**config.mk**
```make
export PLATFORM = sky130hd
export DESIGN_NAME = fpa_arbiter
export DESIGN_NICKNAME = d
export VERILOG_FILES = /design/src/rtl/fpa_arb_pkg.sv /design/src/rtl/fpa_rr_pick.sv /design/src/rtl/fpa_arbiter.sv
export SDC_FILE = /design/constraint.sdc
export NUM_CORES = 1
export LEC_CHECK = 0
export CAP_MARGIN = 0
export CORE_AREA = 2 2 157 159
export DETAILED_ROUTE_END_ITERATION = 10
export DIE_AREA = 0 0 159 161
export GPL_TIMING_DRIVEN = 1
export PLACE_DENSITY_LB_ADDON = 0.08
export SKIP_CTS_REPAIR_TIMING = 1
export SLEW_MARGIN = 20
export SYNTH_ARGS = -nofsm -noshare
export SYNTH_HDL_FRONTEND = slang
export SYNTH_SLANG_ARGS = --single-unit
export TNS_END_PERCENT = 1
```
**constraint.sdc**
```tcl
create_clock -name clk -period 8.9 [get_ports clk]
set_clock_uncertainty 0.2 [all_clocks]
set_input_delay 1.335 -clock clk [delete_from_list [all_inputs] [get_ports clk]]
set_output_delay 1.335 -clock clk [all_outputs]
set_load 0.05 [all_outputs]
```
**src/rtl/fpa_arb_pkg.sv**
```systemverilog
// Shared types and constants for the fpa_arbiter slice: FSM states, FP field
// layout and stats counter width.
package fpa_arb_pkg;

    typedef enum logic [1:0] {
        ST_IDLE  = 2'd0,
        ST_RUN   = 2'd1,
        ST_DRAIN = 2'd2
    } arb_state_t;

    localparam int SIGN_W  = 1;
    localparam int EXP_W   = 8;
    localparam int MANT_W  = 23;
    localparam int FP_W    = SIGN_W + EXP_W + MANT_W;

    localparam int STATS_W = 16;
    localparam logic [STATS_W-1:0] STATS_MAX = '1;

    // Result word layout is {sign, exp, mant}, MSB first.
    function automatic logic [FP_W-1:0] fp_pack(
        input logic              sgn,
        input logic [EXP_W-1:0]  expo,
        input logic [MANT_W-1:0] mant
    );
        return {sgn, expo, mant};
    endfunction

endpackage

```
**src/rtl/fpa_rr_pick.sv**
```systemverilog
// Combinational round-robin picker: first asserted req at or after rr (mod
// NREQ) wins; returns one-hot grant, its index and an any-grant flag.
module fpa_rr_pick #(
    parameter int NREQ = 4,
    parameter int IW   = $clog2(NREQ)
) (
    input  logic [NREQ-1:0] req,
    input  logic [IW-1:0]   rr,
    output logic [NREQ-1:0] gnt,
    output logic [IW-1:0]   idx,
    output logic            any
);

    int          j;
    logic [IW-1:0] jj;

    // Scan from the farthest position down so the closest-to-rr requester
    // is the last one written and therefore wins.
    always_comb begin
        gnt = '0;
        idx = '0;
        any = 1'b0;
        j   = 0;
        jj  = '0;
        for (int k = NREQ - 1; k >= 0; k--) begin
            j  = (int'(rr) + k) % NREQ;
            jj = IW'(j);
            if (req[jj]) begin
                gnt     = '0;
                gnt[jj] = 1'b1;
                idx     = jj;
                any     = 1'b1;
            end
        end
    end

endmodule

```
**src/rtl/fpa_arbiter.sv**
```systemverilog
// Round-robin scheduler sharing one pipelined FP adder between NREQ clients;
// tags each issue through the adder latency and routes results back.
// Optional per-requester grant counters when FPA_ARB_STATS_EN is defined.
module fpa_arbiter
    import fpa_arb_pkg::*;
#(
    parameter int NREQ = 4,
    parameter int LAT  = 3
) (
    input  logic                clk,
    input  logic                reset,
    input  logic [NREQ-1:0]     req_valid,
    output logic [NREQ-1:0]     req_ready,
    input  logic [NREQ*32-1:0]  req_a,
    input  logic [NREQ*32-1:0]  req_b,
    input  logic [NREQ-1:0]     req_sub,
    input  logic                flush,
    output logic [31:0]         fpa_a,
    output logic [31:0]         fpa_b,
    output logic                fpa_decidebit,
    input  logic                fpa_sign,
    input  logic [7:0]          fpa_exp,
    input  logic [22:0]         fpa_mant,
    output logic [NREQ-1:0]     rsp_valid,
    output logic [31:0]         rsp_data,
    output logic                busy,
    output logic [1:0]          dbg_state
`ifdef FPA_ARB_STATS_EN
    ,
    output logic [NREQ*16-1:0]  grant_cnt
`endif
);

    localparam int IW = $clog2(NREQ);
    localparam logic [NREQ-1:0] ONE_HOT0 = {{(NREQ-1){1'b0}}, 1'b1};

    // Handshake: a request transfers on a rising edge where req_valid[i] and
    // req_ready[i] are both high; req_ready never depends on a transfer.
    arb_state_t    state_q, state_d;
    logic [IW-1:0] rr_q;
    logic [NREQ-1:0] pick_gnt;
    logic [IW-1:0]   pick_idx;
    logic            pick_any;
    logic            grant_en;
    logic            xfer;
    logic [LAT-1:0]  tag_vld;
    logic [IW-1:0]   tag_idx [LAT];

    fpa_rr_pick #(
        .NREQ (NREQ),
        .IW   (IW)
    ) u_pick (
        .req  (req_valid),
        .rr   (rr_q),
        .gnt  (pick_gnt),
        .idx  (pick_idx),
        .any  (pick_any)
    );

    assign grant_en  = (state_q != ST_DRAIN) && !flush;
    assign req_ready = grant_en ? pick_gnt : '0;
    assign xfer      = grant_en && pick_any;
    assign busy      = |tag_vld;
    assign dbg_state = state_q;

    always_comb begin
        state_d = state_q;
        case (state_q)
            ST_IDLE: begin
                if (flush)
                    state_d = ST_DRAIN;
                else if (|req_valid)
                    state_d = ST_RUN;
            end
            ST_RUN: begin
                if (flush)
                    state_d = ST_DRAIN;
                else if (!xfer && !busy)
                    state_d = ST_IDLE;
            end
            ST_DRAIN: begin
                if (!busy && !flush)
                    state_d = ST_IDLE;
            end
            default: state_d = ST_IDLE;
        endcase
    end

    always_ff @(posedge clk or negedge reset) begin
        if (!reset) begin
            state_q <= ST_IDLE;
            rr_q    <= '0;
        end else begin
            state_q <= state_d;
            if (xfer)
                rr_q <= (pick_idx == IW'(NREQ - 1)) ? '0 : pick_idx + 1'b1;
        end
    end

    // Operand registers hold their last value when nothing is issued.
    always_ff @(posedge clk or negedge reset) begin
        if (!reset) begin
            fpa_a         <= '0;
            fpa_b         <= '0;
            fpa_decidebit <= 1'b0;
        end else if (xfer) begin
            fpa_a         <= req_a[32*pick_idx +: 32];
            fpa_b         <= req_b[32*pick_idx +: 32];
            fpa_decidebit <= req_sub[pick_idx];
        end
    end

    // Tag pipe mirrors the adder latency; the tail tag owns the result
    // presented on the adder outputs at that edge.
    always_ff @(posedge clk or negedge reset) begin
        if (!reset) begin
            tag_vld <= '0;
            for (int k = 0; k < LAT; k++)
                tag_idx[k] <= '0;
        end else begin
            tag_vld[0] <= xfer;
            tag_idx[0] <= pick_idx;
            for (int k = 1; k < LAT; k++) begin
                tag_vld[k] <= tag_vld[k-1];
                tag_idx[k] <= tag_idx[k-1];
            end
        end
    end

    always_ff @(posedge clk or negedge reset) begin
        if (!reset) begin
            rsp_valid <= '0;
            rsp_data  <= '0;
        end else if (tag_vld[LAT-1]) begin
            rsp_valid <= ONE_HOT0 << tag_idx[LAT-1];
            rsp_data  <= fp_pack(fpa_sign, fpa_exp, fpa_mant);
        end else begin
            rsp_valid <= '0;
        end
    end

`ifdef FPA_ARB_STATS_EN
    logic [NREQ*STATS_W-1:0] grant_cnt_q;

    always_ff @(posedge clk or negedge reset) begin
        if (!reset) begin
            grant_cnt_q <= '0;
        end else if (xfer) begin
            for (int i = 0; i < NREQ; i++) begin
                if (pick_gnt[i] && grant_cnt_q[i*STATS_W +: STATS_W] != STATS_MAX)
                    grant_cnt_q[i*STATS_W +: STATS_W] <= grant_cnt_q[i*STATS_W +: STATS_W] + 1'b1;
            end
        end
    end

    assign grant_cnt = grant_cnt_q;
`endif

endmodule

```
==> implementation parameters, run 1 <==
Parameter                              Value

Worst setup path
  Crit Path Category ... primary input to primary output
  Arrival time worst endpoint ... approximately 4.1 ns
  Data required time of the worst path ... roughly 7.4 ns
  Reg-to-reg slack, setup ... between 4 and 5 ns
  Crit path capture type ... primary output
  Maximum fanout along the worst path ... 10
  Depth of the worst register-to-register path ... 10
  Worst r2r dst ... fpa_b[3]$_DFFE_PN0N_
  Crit start category ... primary input
  Worst r2r src ... rr_q[0]$_DFFE_PN0N_

Route
  Routed via count divided by cell count ... between 5 and 6
  Routed WL ... 30.8 mm
  Remaining DRCs ... 0
  Overall via count from detail_route ... between 7k and 8k
  Antenna Nets Post-Route ... 0
  Routed WL per cell ... approximately 21 um
  Count of TritonRoute iterations in the first routing pass ... 5
  Initial DRC count ... roughly 270

Timing
  Post-route setup TNS ... 0 ns
  Relative slew margins ... 0.336
  Setup WS post-layout ... 3.28 ns
  RSZ-0062 raised after global routing ... no
  Fin crit share ... 0.632
  Least-Margin Pin Slew ... 0.996 ns
  Max Clk Rate ... roughly 180 MHz
  Max Slew Vio Count ... 0
  Final hold violations ... 0
  Fin Hold WS ... roughly 0.13 ns
  Period minus WS final ... approximately 5.6 ns
  Setup violators final ... 0

GRT
  Number of global-route vias before repair ... ~7.6k
  GRT Resource Usage Total ... 0.232
  Number of antenna violations at the first check in global routing ... 3
  Pin count of the biggest net entering global routing ... 70
  Total grt overflow ... 0
  First-pass GRT wire length ... 46.0 mm

Floorplan
  Floorplan die width ... around 160 um
  Floorplan die area ... about 26,000 um^2
  Area inside the core boundary ... 24,000 um^2
  Std-Cell Rows ... 57
  Chip Height ... approximately 160 um
  Effective utilization at floorplan ... 0.310
  Number of ports placed on the die boundary ... ~410

Power and ir drop
  Logic gate share of total power ... 0.635
  Leak pwr ... around 4.6 nW
  Reported net switching power ... around 2.2 mW
  Largest vdd supply drop ... 0.000190 V
  Total power consumption of the routed design ... roughly 4.4 mW
  Total power per unit cell area ... 364 nW/um^2
  Internal power contribution ... 2.19 mW
  Clock share of power ... 0.164
  Sequential group share of total power ... 0.200
  Switching share of power ... 0.506

Finish
  FF+latch area ... between 2000 and 3000 um^2
  Multi-input logic area ... a little over 4000 um^2
  Area growth from synthesis to layout ... 63.5%
  Post-route cell area ... approximately 12,000 um^2
  Net count of the finished layout ... around 1.4k
  Share of layout cells above drive strength 1 ... 0.170
  Share of the core filled with cells ... 0.508
  FILL cells ... between 2k and 2.5k
  Post-route non-filler standard cell count ... between 1k and 1.5k

Logic synthesis
  Cell type with the largest total area after synthesis ... dfrtp_1
  Post-synthesis average cell area ... a little under 10 um^2
  Number of enable flip-flop cells after synthesis ... 0
  Sequential fraction of the synthesis area ... 0.384
  Syn_nets ... around 1.1k
  Post-synthesis cell area ... ~7400 um^2
  Leading register cell type out of synthesis ... dfrtp_1
  Most area-consuming cells after synthesis ... dfrtp_1 (38%), a211oi_2 (8.2%), nor3_2 (6.7%)
  Most instantiated library cell after synthesis ... dfrtp_1
  Cells after Synth ... around 750
  Async set-reset flop share out of synthesis ... 1.00
  Number of warnings printed during yosys synthesis ... 0
  Post-synthesis register bit count ... between 100 and 150
  Share of the synthesized area in the top cell type ... 0.384
  Cell variety after synth ... 43
  List of most frequent post-synthesis cells ... dfrtp_1 (114), nor3_1 (81), nor2_1 (71), and3_1 (66), o22ai_1 (66)

Clock tree
  Clock tree from TritonCTS ... yes
  Buffer depth of the longest clock path ... 2
  Root Buffer ... clkbuf_16
  Clock buffers created by TritonCTS ... 17
  Number of levels in the clock H-tree ... 4
  Clock sink count ... roughly 110
  Clock slew seen by the registers of the worst setup and hold paths ... approximately 0.060 ns
  Worst skew pair latency ... around 0.41 ns

Placement
  Weighted congestion reported at the end of routability-driven placement ... 0.803
  Post-place instance area ... between 10,000 and 15,000 um^2
  # placed instances ... approximately 1.4k
  Post-Place Worst Slack ... roughly 3.3 ns
  Post-detail-place hpwl ... slightly above 20 mm
  # port buffers ... ~400

Worst hold path
  Tightest Hold Check Type ... register to register
  Cell depth of the worst min-delay path ... 0
  Startpoint of the most critical hold path ... tag_idx[5]$_DFF_PN0_
  Endpoint, Worst Hold ... tag_idx[3]$_DFF_PN0_

Run
  Max Cap Viol ... 0

Outcome
  Status ... completed
## cell usage in the layout (no fill, tap or decap), drive strengths merged, types with 6 or more instances in the layout
| cell type | netlist | layout |
|---|---|---|
| and3 | 66 | 66 |
| a21oi | 10 | 10 |
| inv | 4 | 6 |
| buf | 42 | 12 |
| clkbuf | 35 | 18 |
| o22ai | 66 | 66 |
| nand2 | 6 | 6 |
| clkinv | 0 | 8 |
| ha | 7 | 7 |
| dfrtp | 114 | 114 |
| nor2 | 72 | 72 |
| clkdlybuf4s50 | 0 | 405 |
| nor3 | 131 | 131 |
| o21a | 66 | 66 |
| mux2 | 33 | 33 |
| a211oi | 66 | 66 |
## state kept, by name, indices dropped and copies added, names as in the netlist
signal         count
fpa_b             32
tag_vld            3
rsp_data          32
tag_idx            6
fpa_a             32
rsp_valid          4
rr_q               2
fpa_decidebit      1
dbg_state          2
## power by group through the flow
| stage | Sequential, mW | Combinational [mW] | Clock, mW |
|---|---|---|---|
| 6_report | 0.887 | 2.81 | 0.727 |
| 5_1_grt | 0.918 | 2.97 | 0.765 |
| 4_1_cts | 0.888 | 2.83 | 0.746 |
| 3_5_place_dp | 0.891 | 2.82 | 0 |
| 3_3_place_gp | 0.888 | 2.82 | 0 |
| 2_1_floorplan | 1.60 | 1.29 | 0 |
## kinds of logic after synthesis
family	Yosys count	synth area share
buffers and inverters	81	0.0663
flip-flops	114	0.384
adder cells (fa/ha/maj)	7	0.0118
AND/OR/NAND/NOR	287	0.231
AO/OA/AOI/OAI	222	0.246
multiplexers	37	0.0621
## worst max-delay path by stage
stage / depth (start not counted) / end / start / slack [ns]
3_5_place_dp: 8 / req_ready[2] / req_valid[1] / 3.31
3_3_place_gp: 8 / req_ready[2] / req_valid[1] / 3.36
2_1_floorplan: 7 / req_ready[2] / req_valid[1] / 4.16
4_1_cts: 8 / req_ready[2] / req_valid[1] / 3.30
5_1_grt: 8 / req_ready[2] / req_valid[1] / 3.18
6_report: 8 / req_ready[2] / req_valid[1] / 3.28
## cell type report
cell class,count,share of cell area
diodes,4,0.000823
clock buffers,18,0.0361
clock inverters,14,0.0146
inverters,4,0.00134
multi-input cells,553,0.338
flip-flops and latches,114,0.235
well taps,324,0.0333
repair buffers,417,0.341
## worst max-delay path: stages
cell             delay, ns
clkdlybuf4s50_1       0.59
mux4_2                0.63
nor2b_4               0.24
a22oi_1               0.10
nor2_1                0.10
a21oi_1               0.05
o22ai_1               0.19
clkdlybuf4s50_1       0.84
## per-layer routing
metal	track usage	share of wire	vias to the layer above	routed length, um
li1	-	-	3557	-
met3	0.0701	0.083	36	2560
met4	0.0876	0.022	0	669
met5	0	0	-	0
met2	0.385	0.49	346	15000
met1	0.285	0.41	3645	12600
Power figures use the tool's default switching activity.
==> run 2: changes to the inputs <==
Clock period 8.9 ns to 5.2 ns, I/O delays scaled along.
==> implementation parameters, run 2 (same netlist as run 1, synthesis figures left out) <==
Parameter                              Value

Placement
  Weighted congestion reported at the end of routability-driven placement ... 0.821 (+2.2%)
  # placed instances ... 1,419 (+0.50%)
  # port buffers ... 406 (unchanged)
  Post-detail-place hpwl ... 21.2 mm (+2.0%)

Worst setup path
  Data required time of the worst path ... 4.22 ns (-3.14 ns)
  Delay of the slowest cell on the worst path ... 0.74 ns (-0.10 ns)
  Crit start category ... register
  Crit Path Category ... register to primary output
  Crit path cell chain ... inv_1, ha_1, mux4_2, nor2b_4, a22oi_1, nor2_1, a21oi_1, o22ai_1, clkdlybuf4s50_1
  Arrival time worst endpoint ... 3.70 ns (-0.39 ns)
  Slowest-stage cell, CP ... clkdlybuf4s50_1
  Crit path capture type ... primary output
  Maximum fanout along the worst path ... 15 (+5)

Finish
  Net count of the finished layout ... 1,420 (+0.50%)
  Multi-input logic area ... 4120 um^2 (unchanged)
  Commonest cells after routing, fill and taps aside ... clkdlybuf4s50_1 (405), dfrtp_1 (114), nor3_1 (81)
  FF+latch area ... 2850 um^2 (unchanged)
  Area growth from synthesis to layout ... 64.1%
  Largest regs ... fpa_a (32), fpa_b (32), rsp_data (32)
  Leading cell type in the layout, fill and taps excluded ... clkdlybuf4s50_1
  Post-route non-filler standard cell count ... 1,452 (+0.28%)
  Share of layout cells above drive strength 1 ... 0.175 (+0.00516)
  FILL cells ... 2,285 (+1.9%)

Run
  Max Cap Viol ... 0 (unchanged)

Timing
  Least-Margin Pin Slew ... 0.778 ns (-0.218 ns)
  Max Slew Vio Count ... 0 (unchanged)
  Relative slew margins ... 0.476 (+0.140)
  Post-route setup TNS ... 0 ns (unchanged)
  Fin crit share ... 0.899
  Fin Hold WS ... 0.145 ns (+0.0116 ns)
  Max Clk Rate ... between 200 and 250 MHz
  RSZ-0062 raised after global routing ... no
  Setup violators final ... 0 (unchanged)
  Period minus WS final ... 4.68 ns
  Final hold violations ... 0 (unchanged)

Floorplan
  Chip Height ... 161 um (unchanged)
  Std-Cell Rows ... 57 (unchanged)
  Area inside the core boundary ... 24,000 um^2 (unchanged)
  Number of ports placed on the die boundary ... 407 (unchanged)
  Effective utilization at floorplan ... 0.310 (unchanged)
  Floorplan die width ... 159 um (unchanged)
  Floorplan die area ... 25,600 um^2 (unchanged)

Route
  Routed WL ... 30.5 mm (-1.2%)
  Routed WL per cell ... 21.0 um (-1.5%)
  Routed via count divided by cell count ... 5.17 (-1.2%)
  Antenna Nets Post-Route ... 0 (unchanged)
  Initial DRC count ... 285 (+5.9%)
  Count of TritonRoute iterations in the first routing pass ... 5 (unchanged)
  Remaining DRCs ... 0 (unchanged)
  Overall via count from detail_route ... 7,514 (-0.92%)

GRT
  Total grt overflow ... 0 (unchanged)
  Pin count of the biggest net entering global routing ... 69 (-1.4%)
  Number of global-route vias before repair ... 7,840 (+3.2%)
  GRT Resource Usage Total ... 0.235 (+0.00334)
  Number of antenna violations at the first check in global routing ... 1 (-2)
  First-pass GRT wire length ... 46.9 mm (+1.9%)

Power and ir drop
  Largest vdd supply drop ... 0.000444 V (+130%)
  Logic gate share of total power ... 0.641 (+0.006)
  Total power per unit cell area ... 620 nW/um^2 (+71%)
  Internal power contribution ... 3.73 mW (+71%)
  Sequential group share of total power ... 0.200 (about the same)
  Clock share of power ... 0.158 (-0.006)
  Switching share of power ... 0.507 (+0.00116)
  Leak pwr ... 4.64 nW (+0.56%)
  Reported net switching power ... 3.84 mW (+72%)

Clock tree
  Number of levels in the clock H-tree ... 4 (unchanged)
  Buffer depth of the longest clock path ... 2 (unchanged)
  Root Buffer ... clkbuf_16
  Worst skew pair latency ... 0.42 ns (about the same)
  Clock tree from TritonCTS ... yes
  Clock sink count ... 114 (unchanged)
  Clock buffers created by TritonCTS ... 17 (unchanged)
  Clock slew seen by the registers of the worst setup and hold paths ... 0.06 ns (about the same)

Worst hold path
  Tightest Hold Check Type ... primary input to async pin

Outcome
  Status ... completed
run 2: changes by cell type in the layout (fill, tap and decap cells not counted), sizes merged:
cell      change
bufinv        -1
clkinv        -2
diode         -3
buf           +7
clkinvlp      +2
inv           +1
run 2: worst max-delay path: cells and delay by family, from the launching register on:
kind,cells,cell delay (ns)
AOI/OAI and AO/OA,3,0.42
adders and majority gates,1,0.44
buffers and inverters,2,0.97
DFF,1,0.69
muxes,1,0.52
and+or+nand+nor,2,0.23
run 2: power groups by stage:
stage | Combinational, mW | Sequential, mW | Clock [mW]
floorplan | 2.21 | 2.73 | 0
global placement | 4.89 | 1.52 | 0
detailed placement | 4.90 | 1.53 | 0
CTS | 4.91 | 1.52 | 1.22
global route | 5.16 | 1.57 | 1.27
finish | 4.86 | 1.52 | 1.20
run 2: metal layers:
layer	vias to the layer above	GRT usage	part of all wire
met4	0	0.0719	0.024
met5	-	0	0
li1	3555	-	-
met1	3613	0.280	0.41
met3	41	0.0817	0.080
met2	305	0.402	0.49
run 2: metrics by stage:
stage / power [mW] / setup WS [ns] / cell area (um^2) / utilization
finish: 7.57 / 0.524 / 12200 / 0.509
global route: 7.99 / 0.319 / 12200 / 0.509
CTS: 7.66 / 0.502 / 12200 / 0.509
detailed placement: 6.42 / 0.753 / 11600 / 0.485
global placement: 6.41 / 0.766 / 11600 / 0.485
floorplan: 4.95 / 1.57 / 7440 / -
run 2: area by class of cell:
class                           count  share of cell area
Clock buffer                       18              0.0360
Clock inverter                     14              0.0126
Multi-Input combinational cell    553               0.337
Sequential cell                   114               0.234
Tap cell                          324              0.0332
Antenna cell                        1            0.000205
Timing Repair Buffer              424               0.346
Inverter                            4             0.00133
run 2: final timing paths:
path | end | start | slack, ns | depth (start not counted)
setup reg to reg | fpa_b[27]$_DFFE_PN0N_ | rr_q[0]$_DFFE_PN0N_ | 1.43 | 10
setup / recovery | req_ready[2] | rr_q[0]$_DFFE_PN0N_ | 0.52 | 9
hold / removal | rsp_data[2]$_DFFE_PN0P_ | reset | 0.15 | 1
hold reg to reg | tag_idx[1]$_DFF_PN0_ | tag_idx[3]$_DFF_PN0_ | 0.15 | 0
min in group clk | tag_idx[1]$_DFF_PN0_ | tag_idx[3]$_DFF_PN0_ | 0.15 | 0
max in group asynchronous | fpa_a[4]$_DFFE_PN0N_ | reset | 3.67 | 2
